`src/rtl/reg_file_param.sv`:
```
// reg_file_param: parametrised dual-port AVR register file.
//
// Registers are split into an even bank and an odd bank of DEPTH/2 entries each.
// Port A reads and writes one register or one aligned pair. Port B reads one
// register from a mirror copy of both banks, which keeps every bank at one
// write port and one read port.
//
// After rst_i is released, a clear sequencer zeroes one pair per cycle. While
// it runs, busy_o is high, writes are dropped and all read outputs are 0.
//
// Optional feature macro: REGFILE_BYPASS_EN.
//   Defined   - write-to-read forwarding. A read of a register written in the
//               same cycle returns the new value on the next cycle.
//   Undefined - read-first behaviour.
//
// Ports:
//   clk_i      clock, rising edge
//   rst_i      synchronous active-high reset; restarts the clear sequence
//   busy_o     clear sequence in progress
//   rd_we_i    port A single-register write enable
//   rd_adr_i   port A register address; [ADR_W-1:1] selects the pair
//   rd_i       port A single-register write data
//   rd_o       port A single-register read data
//   rd16_we_i  port A pair write enable; takes priority over rd_we_i
//   rd16_i     port A pair write data {odd, even}
//   rd16_o     port A pair read data {odd, even}
//   rr_adr_i   port B read address
//   rr_o       port B read data
module reg_file_param #(
    parameter int unsigned DATA_W = 8,
    parameter int unsigned ADR_W  = 5
) (
    input  logic                clk_i,
    input  logic                rst_i,
    output logic                busy_o,
    input  logic                rd_we_i,
    input  logic [ADR_W-1:0]    rd_adr_i,
    input  logic [DATA_W-1:0]   rd_i,
    output logic [DATA_W-1:0]   rd_o,
    input  logic                rd16_we_i,
    input  logic [2*DATA_W-1:0] rd16_i,
    output logic [2*DATA_W-1:0] rd16_o,
    input  logic [ADR_W-1:0]    rr_adr_i,
    output logic [DATA_W-1:0]   rr_o
);

    localparam int unsigned PAIRS = 2 ** (ADR_W - 1);
    localparam int unsigned PW    = ADR_W - 1;

    typedef enum logic [1:0] {StReset, StClear, StRun} state_e;

    state_e          state_q;
    logic [PW-1:0]   cnt_q;
    logic            busy_q;

    // Clear sequencer. The counter stops at all ones; there is no wrap.
    always_ff @(posedge clk_i) begin
        if (rst_i) begin
            state_q <= StReset;
            cnt_q   <= '0;
            busy_q  <= 1'b1;
        end else begin
            case (state_q)
                StReset: begin
                    state_q <= StClear;
                    cnt_q   <= '0;
                    busy_q  <= 1'b1;
                end
                StClear: begin
                    if (&cnt_q) begin
                        state_q <= StRun;
                        busy_q  <= 1'b0;
                    end else begin
                        cnt_q <= cnt_q + 1'b1;
                    end
                end
                StRun: begin
                    busy_q <= 1'b0;
                end
                default: begin
                    state_q <= StReset;
                    cnt_q   <= '0;
                    busy_q  <= 1'b1;
                end
            endcase
        end
    end

    assign busy_o = busy_q;

    logic              run;
    logic              clr;
    logic [PW-1:0]     wr_pair;
    logic [PW-1:0]     rr_pair;
    logic              we_even;
    logic              we_odd;
    logic [DATA_W-1:0] wd_even;
    logic [DATA_W-1:0] wd_odd;

    assign run     = ~busy_q;
    assign clr     = (state_q == StClear);
    assign wr_pair = rd_adr_i[ADR_W-1:1];
    assign rr_pair = rr_adr_i[ADR_W-1:1];
    assign we_even = run & (rd16_we_i | (rd_we_i & ~rd_adr_i[0]));
    assign we_odd  = run & (rd16_we_i | (rd_we_i & rd_adr_i[0]));
    assign wd_even = rd16_we_i ? rd16_i[DATA_W-1:0] : rd_i;
    assign wd_odd  = rd16_we_i ? rd16_i[2*DATA_W-1:DATA_W] : rd_i;

    // Bank storage: *_a serves port A, *_b is the port B mirror.
    logic [DATA_W-1:0] even_a_mem [PAIRS];
    logic [DATA_W-1:0] odd_a_mem  [PAIRS];
    logic [DATA_W-1:0] even_b_mem [PAIRS];
    logic [DATA_W-1:0] odd_b_mem  [PAIRS];

    always_ff @(posedge clk_i) begin
        if (clr) begin
            even_a_mem[cnt_q] <= '0;
            odd_a_mem[cnt_q]  <= '0;
            even_b_mem[cnt_q] <= '0;
            odd_b_mem[cnt_q]  <= '0;
        end else begin
            if (we_even) begin
                even_a_mem[wr_pair] <= wd_even;
                even_b_mem[wr_pair] <= wd_even;
            end
            if (we_odd) begin
                odd_a_mem[wr_pair] <= wd_odd;
                odd_b_mem[wr_pair] <= wd_odd;
            end
        end
    end

    // Synchronous reads (read-first). Only the address lsb must be kept to
    // pick a bank; the pair index is consumed by the read itself. The data
    // registers load 0 while busy: once the clear completes every register is
    // 0, so the first RUN cycle is correct whatever address was presented.
    logic              rd_lsb_q;
    logic              rr_lsb_q;
    logic [DATA_W-1:0] even_a_rd_q;
    logic [DATA_W-1:0] odd_a_rd_q;
    logic [DATA_W-1:0] even_b_rd_q;
    logic [DATA_W-1:0] odd_b_rd_q;

    always_ff @(posedge clk_i) begin
        if (rst_i) begin
            rd_lsb_q <= 1'b0;
            rr_lsb_q <= 1'b0;
        end else begin
            rd_lsb_q <= rd_adr_i[0];
            rr_lsb_q <= rr_adr_i[0];
        end
    end

    always_ff @(posedge clk_i) begin
        if (!run) begin
            even_a_rd_q <= '0;
            odd_a_rd_q  <= '0;
            even_b_rd_q <= '0;
            odd_b_rd_q  <= '0;
        end else begin
            even_a_rd_q <= even_a_mem[wr_pair];
            odd_a_rd_q  <= odd_a_mem[wr_pair];
            even_b_rd_q <= even_b_mem[rr_pair];
            odd_b_rd_q  <= odd_b_mem[rr_pair];
        end
    end

    logic [DATA_W-1:0] even_a;
    logic [DATA_W-1:0] odd_a;
    logic [DATA_W-1:0] even_b;
    logic [DATA_W-1:0] odd_b;

`ifdef REGFILE_BYPASS_EN
    // Forwarding: a per-bank hit flag per port plus the bank write data.
    // Port A always reads the pair it writes, so its hit is the bank enable.
    // Both ports see the same write, so the data registers are shared.
    logic              hit_a_even_q;
    logic              hit_a_odd_q;
    logic              hit_b_even_q;
    logic              hit_b_odd_q;
    logic [DATA_W-1:0] byp_even_q;
    logic [DATA_W-1:0] byp_odd_q;

    always_ff @(posedge clk_i) begin
        if (rst_i) begin
            hit_a_even_q <= 1'b0;
            hit_a_odd_q  <= 1'b0;
            hit_b_even_q <= 1'b0;
            hit_b_odd_q  <= 1'b0;
            byp_even_q   <= '0;
            byp_odd_q    <= '0;
        end else begin
            hit_a_even_q <= we_even;
            hit_a_odd_q  <= we_odd;
            hit_b_even_q <= we_even & (rr_pair == wr_pair);
            hit_b_odd_q  <= we_odd & (rr_pair == wr_pair);
            byp_even_q   <= wd_even;
            byp_odd_q    <= wd_odd;
        end
    end

    assign even_a = hit_a_even_q ? byp_even_q : even_a_rd_q;
    assign odd_a  = hit_a_odd_q ? byp_odd_q : odd_a_rd_q;
    assign even_b = hit_b_even_q ? byp_even_q : even_b_rd_q;
    assign odd_b  = hit_b_odd_q ? byp_odd_q : odd_b_rd_q;
`else
    assign even_a = even_a_rd_q;
    assign odd_a  = odd_a_rd_q;
    assign even_b = even_b_rd_q;
    assign odd_b  = odd_b_rd_q;
`endif

    always_comb begin
        rd_o   = '0;
        rr_o   = '0;
        rd16_o = '0;
        if (!busy_q) begin
            rd_o   = rd_lsb_q ? odd_a : even_a;
            rr_o   = rr_lsb_q ? odd_b : even_b;
            rd16_o = {odd_a, even_a};
        end
    end

endmodule

```
`config.mk`:
```
export PLATFORM = sky130hd
export DESIGN_NAME = reg_file_param
export DESIGN_NICKNAME = d
export VERILOG_FILES = /design/src/rtl/reg_file_param.sv
export SDC_FILE = /design/constraint.sdc
export NUM_CORES = 1
export LEC_CHECK = 0
export BUFFER_PORTS_ARGS = -buffer_cell sky130_fd_sc_hd__buf_2
export CAP_MARGIN = 20
export CORE_MARGIN = 2
export CORE_UTILIZATION = 30
export DETAILED_ROUTE_END_ITERATION = 16
export GPL_TIMING_DRIVEN = 0
export RECOVER_POWER = 100
export SLEW_MARGIN = 20
export SYNTH_ARGS = -nofsm -noshare
export SYNTH_HDL_FRONTEND = slang
export SYNTH_SLANG_ARGS = --single-unit
export TNS_END_PERCENT = 5
```
`constraint.sdc`:
```
create_clock -name clk_i -period 2.78 [get_ports clk_i]
set_input_delay 0.556 -clock clk_i [delete_from_list [all_inputs] [get_ports clk_i]]
set_output_delay 0.556 -clock clk_i [all_outputs]
set_load 0.02 [all_outputs]
```
==> reports/qor.yml, run 1 <==
arrival_ps: 3200
cts_tree: "yes"
worst_pin_slew_ps: 981.2
status: "complete, but fails checks"
synth.distinct_cells: 44
syn_inst: 1016
path_class: "input port to register"
overflow: 0
io_pins: 71
layout-drive-gt1-share_pct: 20.69
nNetsFinal: 1172
place_congestion: 0.8727
finalInstanceArea_um2: 16630
cts_buffers: 34
areaGrowthSynthToFinish_pct: 16.19
final_common_cell: "edfxtp_1"
synth_edf_count: 256
async_flop_share_pct: 0
io_buffer_count: 66
vias: 9702
synth.net_count: 1058
start_util_pct: 30.16
placed_cell_area_um2: 15660
finalHoldViolations: 0
ys_seq_elements: 297
ir_worst_vdd_v: 0.0003784
ys.warnings.count: 0
yosysSeqAreaShare_pct: 59.46
worstHoldPathType: "input port to register"
finClkSkew_ps: 10.78
slew_headroom_pct: 34.59
synth_top_area_share_pct: 53.72
end_kind: "register"
grt_usage_pct: 18.11
violations: "setup timing"
ctsLongestPathBuffers: 3
via_per_inst: 5.478
wl_per_cell_um: 25.75
syn_area_um2: 14310
dr.first_iter.drc_count: 1206
start_kind: "input port"
die_area_um2: 49460
leakagePower_uw: 0.005589
grt_pass1_vias: 9426
hpwl_mm: 32.72
fin_util_pct: 35.04
die_w_um: 222.4
critPathRequiredTime_ps: 3160
power.density_nw_per_um2: 617.0
path_max_fanout: 10
clk_pin_slew_ps: 60
fin_ws_ps: -35.61
drt-total-wl_mm: 45.60
grt_max_degree: 17
rows: 80
clkLatencyLatePin_ps: 520
avgSynthCellArea_um2: 14.08
fmax_ghz: 0.3552
synth_area_leaders: "edfxtp_1 (54%), mux2i_1 (12%), mux4_2 (7.7%), dfxtp_1 (5.7%), a22oi_1 (2.7%)"
cts_sinks: 297
grt_first_pass_wirelength_mm: 64.80
rsz0062_at_grt: "false"
fillers: 4628
die_y_um: 222.4
ctsRootBufferMaster: "clkbuf_16"
min_period_ps: 2816
post_cts_buffers: 0
drv_cap: 0
ant_nets: 0
cts_max_level: 2
drt_first_pass_iters: 5
yosysTopAreaCell: "edfxtp_1"
layout_common_cells: "edfxtp_1 (256), mux2i_1 (175), clkbuf_1 (73)"
finalCritPeriodShare_pct: 101.3
ys.flop_type: "edfxtp_1"
register_area_um2: 8509
grt_antenna_before_repair: 2
drc: 0
core_area_um2: 47450
multiInputGateArea_um2: 5420
maxSlewViolCount: 0
finalSetupViolations: 3
-- logic make-up (layout without fill, tap and decap cells) --
| kind of cell | Yosys count | after routing | synth area share [%] |
|---|---|---|---|
| AO/OA/AOI/OAI | 162 | 162 | 7.720 |
| AND/OR/NAND/NOR | 231 | 231 | 7.764 |
| flip-flops | 297 | 297 | 59.46 |
| buffers and inverters | 83 | 222 | 3.576 |
| other | 0 | 1 | 0 |
| multiplexers | 239 | 239 | 21.13 |
| adder cells (fa/ha/maj) | 4 | 4 | 0.3498 |
-- timing repair --
| action | 4_1_cts | 5_1_grt |
|---|---|---|
| resized for setup | 3 | 6 |
| hold endpoints to repair | 0 | 0 |
| setup endpoints to repair | 13 | 48 |
| pin swaps | 0 | 0 |
| hold buffers | 0 | 0 |
-- per-layer routing --
metal	part of all wire, %	wire length, um	up-vias	GRT usage (%)
met2	43	19810	504	27.10
met3	9.8	4489	80	4.166
met4	2.6	1185	2	5.391
met1	44	20100	4918	26.13
met5	0.029	13	-	0
li1	-	-	4198	-
-- synth_stat cells (7+ instances only) --
| cell | count |
|---|---|
| mux2_2 | 15 |
| nand3_1 | 34 |
| buf_4 | 11 |
| buf_2 | 16 |
| a21oi_1 | 45 |
| o21ai_1 | 7 |
| nand2_1 | 66 |
| nor3_1 | 24 |
| nor2b_1 | 33 |
| mux2i_1 | 175 |
| nand2b_1 | 23 |
| a22oi_1 | 52 |
| o221ai_1 | 12 |
| nor2_1 | 41 |
| dfxtp_1 | 41 |
| buf_6 | 10 |
| edfxtp_1 | 256 |
| a221oi_1 | 12 |
| mux4_2 | 49 |
| clkbuf_1 | 29 |
| o21ai_0 | 12 |
| buf_1 | 8 |
-- final timing paths --
kind	from	endpoint	slack [ps]	depth (start not counted)
max	rr_adr_i[3]	even_b[3]	-40	8
min	rr_adr_i[0]	rr_lsb_q	280	2
max reg2reg	state_q[1]	odd_a_mem[4][6]	80	8
min reg2reg	state_q[1]	state_q[1]	560	2
-- sequential cells by signal, summed over array words and instances, names as in the netlist --
signal      cells
busy_o          1
cnt_q           4
even_a          8
even_b          8
even_b_mem    128
odd_a           8
odd_a_mem     128
odd_b           8
rd_lsb_q        1
rr_lsb_q        1
state_q         2
-- critical path: stages --
cell and delay [ps]:
clkbuf_1 220, clkbuf_2 400, and2_1 190, clkbuf_2 390, clkbuf_1 750, a22oi_1 330, nand3_1 250, nand2_1 120
-- where the power goes --
part           switching, uW  internal [uW]  total, uW
clock                   1770           2500       4270
sequential              56.4           4930       4980
combinational            666            341       1010
-- cell type report --
type                            instances  share of cell area [%]
Antenna cell                            1                 0.01505
Buffer                                 79                   2.942
Clock buffer                           48                   5.997
Clock inverter                         13                  0.3913
Inverter                                4                 0.09030
Multi-Input combinational cell        636                   32.60
Sequential cell                       297                   51.18
Tap cell                              615                   4.628
Timing Repair Buffer                   78                   2.160
-- metrics by stage --
stage | setup slack, ps | TNS, ps | instances | total power (uW) | hold slack (ps)
after detailed placement | -386.8 | -14460 | 1709 | 6072 | 545.4
final | -35.61 | -73.37 | 1771 | 10260 | 278.8
after CTS | -13.67 | -96.17 | 1770 | 10280 | 265.9
after floorplan | 343.8 | 0 | 1016 | 5666 | 489.6
after global routing | 4.750 | 0 | 1770 | 10520 | 319.4
after global placement | -815.3 | -89570 | 1697 | 6026 | 514.9
(Power assumes the default switching activity.)
==> run 2, diff against run 1 <==
--- a/config.mk
+++ b/config.mk
@@ -8,9 +8,10 @@
 export BUFFER_PORTS_ARGS = -buffer_cell sky130_fd_sc_hd__buf_2
 export CAP_MARGIN = 20
 export CORE_MARGIN = 2
-export CORE_UTILIZATION = 30
+export CORE_UTILIZATION = 60
 export DETAILED_ROUTE_END_ITERATION = 16
 export GPL_TIMING_DRIVEN = 0
+export PLACE_DENSITY = 0.78
 export RECOVER_POWER = 100
 export SLEW_MARGIN = 20
 export SYNTH_ARGS = -nofsm -noshare
==> run 2 against run 1 <==
Compared with the run above:
- the run now ends clean
- global-route usage rose by 15 points
- via count increased by 2.1%
- register-to-register slack lost 40 ps
- critical endpoint is now even_b_mem[3][1]
- largest cell class unchanged
==> reports/qor.yml, run 2 (synthesis gave the netlist of run 1 again) <==
status: "completed"
dr.first_iter.drc_count: 1465  # +21%
clk_pin_slew_ps: 60  # about the same
fillers: 1637  # -65%
layout-drive-gt1-share_pct: 22.11  # +1.4 points
drv_cap: 0  # unchanged
ant_nets: 0  # unchanged
cts_buffers: 30  # -12%
crit_start: "state_q[1]"
min_period_ps: 2741  # -74.27 ps
grt_pass1_vias: 9472  # +0.49%
finalHoldViolations: 0  # unchanged
worstHoldPathType: "input port to register"
drt_first_pass_iters: 7  # +2
io_pins: 71  # unchanged
cts_tree: "yes"
leakagePower_uw: 0.005582  # -0.13%
cts_resized: 1  # -2
ir_worst_vdd_v: 0.0003959  # +4.6%
post_cts_buffers: 0  # unchanged
hold_buffers: 0  # unchanged
fmax_ghz: 0.3648  # +2.7%
nNetsFinal: 1159  # -1.1%
hpwl_mm: 29.43  # -10%
cts_max_level: 1  # -1
critPathMaxStageDelay_ps: 770  # +20 ps
die_area_um2: 25100  # -49%
worstRegToRegCells: 7  # -1
overflow: 0  # unchanged
critPathRequiredTime_ps: 2960  # -200 ps
slew_headroom_pct: 31.23  # -3.4 points
finalSetupViolations: 0  # -3
setup_tns_ps: 0  # +73.37 ps
place_congestion: 0.9452  # +8.3%
worst_pin_slew_ps: 1026  # +44.77 ps
slowest_stage: "nor3_2"
final_common_cell: "edfxtp_1"
grt_first_pass_wirelength_mm: 59.68  # -7.9%
rsz0062_at_grt: "true"
fin_util_pct: 68.99  # +34 points
maxSlewViolCount: 0  # unchanged
areaGrowthSynthToFinish_pct: 13.16
finalInstanceArea_um2: 16190  # -2.6%
arrival_ps: 2920  # -280 ps
drt-total-wl_mm: 41.64  # -8.7%
busiest_layer: "met2"
grt_max_degree: 17  # unchanged
grt_usage_pct: 33.54  # +15 points
core_area_um2: 23470  # -51%
start_kind: "register"
grt_use_met2_pct: 53.27  # +26 points
r2r_end: "even_b_mem[3][1]"
rows: 56  # -30%
start_util_pct: 60.96  # +31 points
vias: 9909  # +2.1%
crit_end: "even_b_mem[3][1]"
path_max_fanout: 10  # unchanged
path_class: "register to register"
rrSetupSlack_ps: 40  # -40 ps
finalCritPeriodShare_pct: 98.61  # -2.7 points
ctsRootBufferMaster: "clkbuf_16"
io_buffer_count: 66  # unchanged
biggestRegsByFlops: "even_b_mem (128), odd_a_mem (128)"
use_met1_pct: 45.92  # +20 points
cp_cell_sequence: "inv_1, ha_1, nor2_4, o21ai_0, clkbuf_2, mux2_2, nor3_2"
clkLatencyLatePin_ps: 560  # +40 ps
use_met3_pct: 7.322  # +3.2 points
via_per_inst: 6.792  # +24%
end_kind: "register"
cts_sinks: 297  # unchanged
wl_per_cell_um: 28.54  # +11%
antenna_cells: 0  # -1
layout_common_cells: "edfxtp_1 (256), mux2i_1 (175), nand2_1 (66)"
ctsLongestPathBuffers: 3  # unchanged
holdWs_ps: 243.8  # -35.00 ps
drc: 0  # unchanged
power.density_nw_per_um2: 618.3  # +0.21%
grt_antenna_before_repair: 1  # -1
finClkSkew_ps: 14.89  # +4.111 ps
die_y_um: 158.4  # -29%
placed_cell_area_um2: 15210  # -2.9%
die_w_um: 158.4  # -29%
timing.rr.start: "state_q[1]"
==> run 2: cell count changes in the layout (fill, tap and decap cells not counted), moves of 3 or more <==
cell,previous run,this run
nor2_1,34,38
nor3_2,12,17
clkbuf_1,73,53
o21ai_0,14,19
nor3_1,12,7
nor2_2,7,3
o21ai_1,5,0
clkbuf_16,37,34
clkbuf_2,15,25
==> run 2: power by group <==
part / internal [uW] / switching, uW
sequential: 4930 / 58.3
combinational: 340 / 643
clock: 2370 / 1670
==> run 2: cell type report <==
type,count,area [um^2],share of cell area (%)
Timing Repair Buffer,69,340.3,2.102
Sequential cell,297,8509,52.55
Multi-Input combinational cell,636,5443,33.61
Inverter,4,15.01,0.09272
Clock buffer,45,922.1,5.695
Clock inverter,10,72.57,0.4482
Buffer,79,491.7,3.037
Tap cell,319,399.1,2.465
==> run 2: metal layers <==
layer,vias up,wire (um),share of wire [%]
met5,-,0,0
met4,0,1695,4.1
met3,117,5594,13
met2,763,19150,46
met1,4864,15200,37
li1,4165,-,-
==> run 2: stage by stage <==
| step | setup slack (ps) | total power (uW) | cells |
|---|---|---|---|
| 2_1_floorplan | 343.8 | 5666 | 1016 |
| 3_3_place_gp | -787.8 | 5986 | 1401 |
| 4_1_cts | 5.826 | 9962 | 1459 |
| 5_1_grt | -98.17 | 10210 | 1459 |
| 3_5_place_dp | -154.1 | 6032 | 1404 |
| 6_report | 38.66 | 10010 | 1459 |
==> run 2: worst min-delay path by stage <==
stage                     cells past startpoint    endpoint  slack (ps)   startpoint
final                                         2    rr_lsb_q         240  rr_adr_i[0]
after detailed placement                      2  state_q[0]         530   state_q[0]
after floorplan                               2  state_q[0]         490   state_q[0]
after CTS                                     2    rr_lsb_q         250  rr_adr_i[0]
after global routing                          2    rr_lsb_q         250  rr_adr_i[0]
after global placement                        2  state_q[0]         510   state_q[0]
==> run 2: critical path: cells and delay by family (launching register included) <==
family | cells | cell delay, ps
fa+ha+maj | 1 | 230
compound gates | 1 | 100
flops | 1 | 360
mux | 1 | 400
buf+inv | 2 | 330
simple gates | 2 | 940
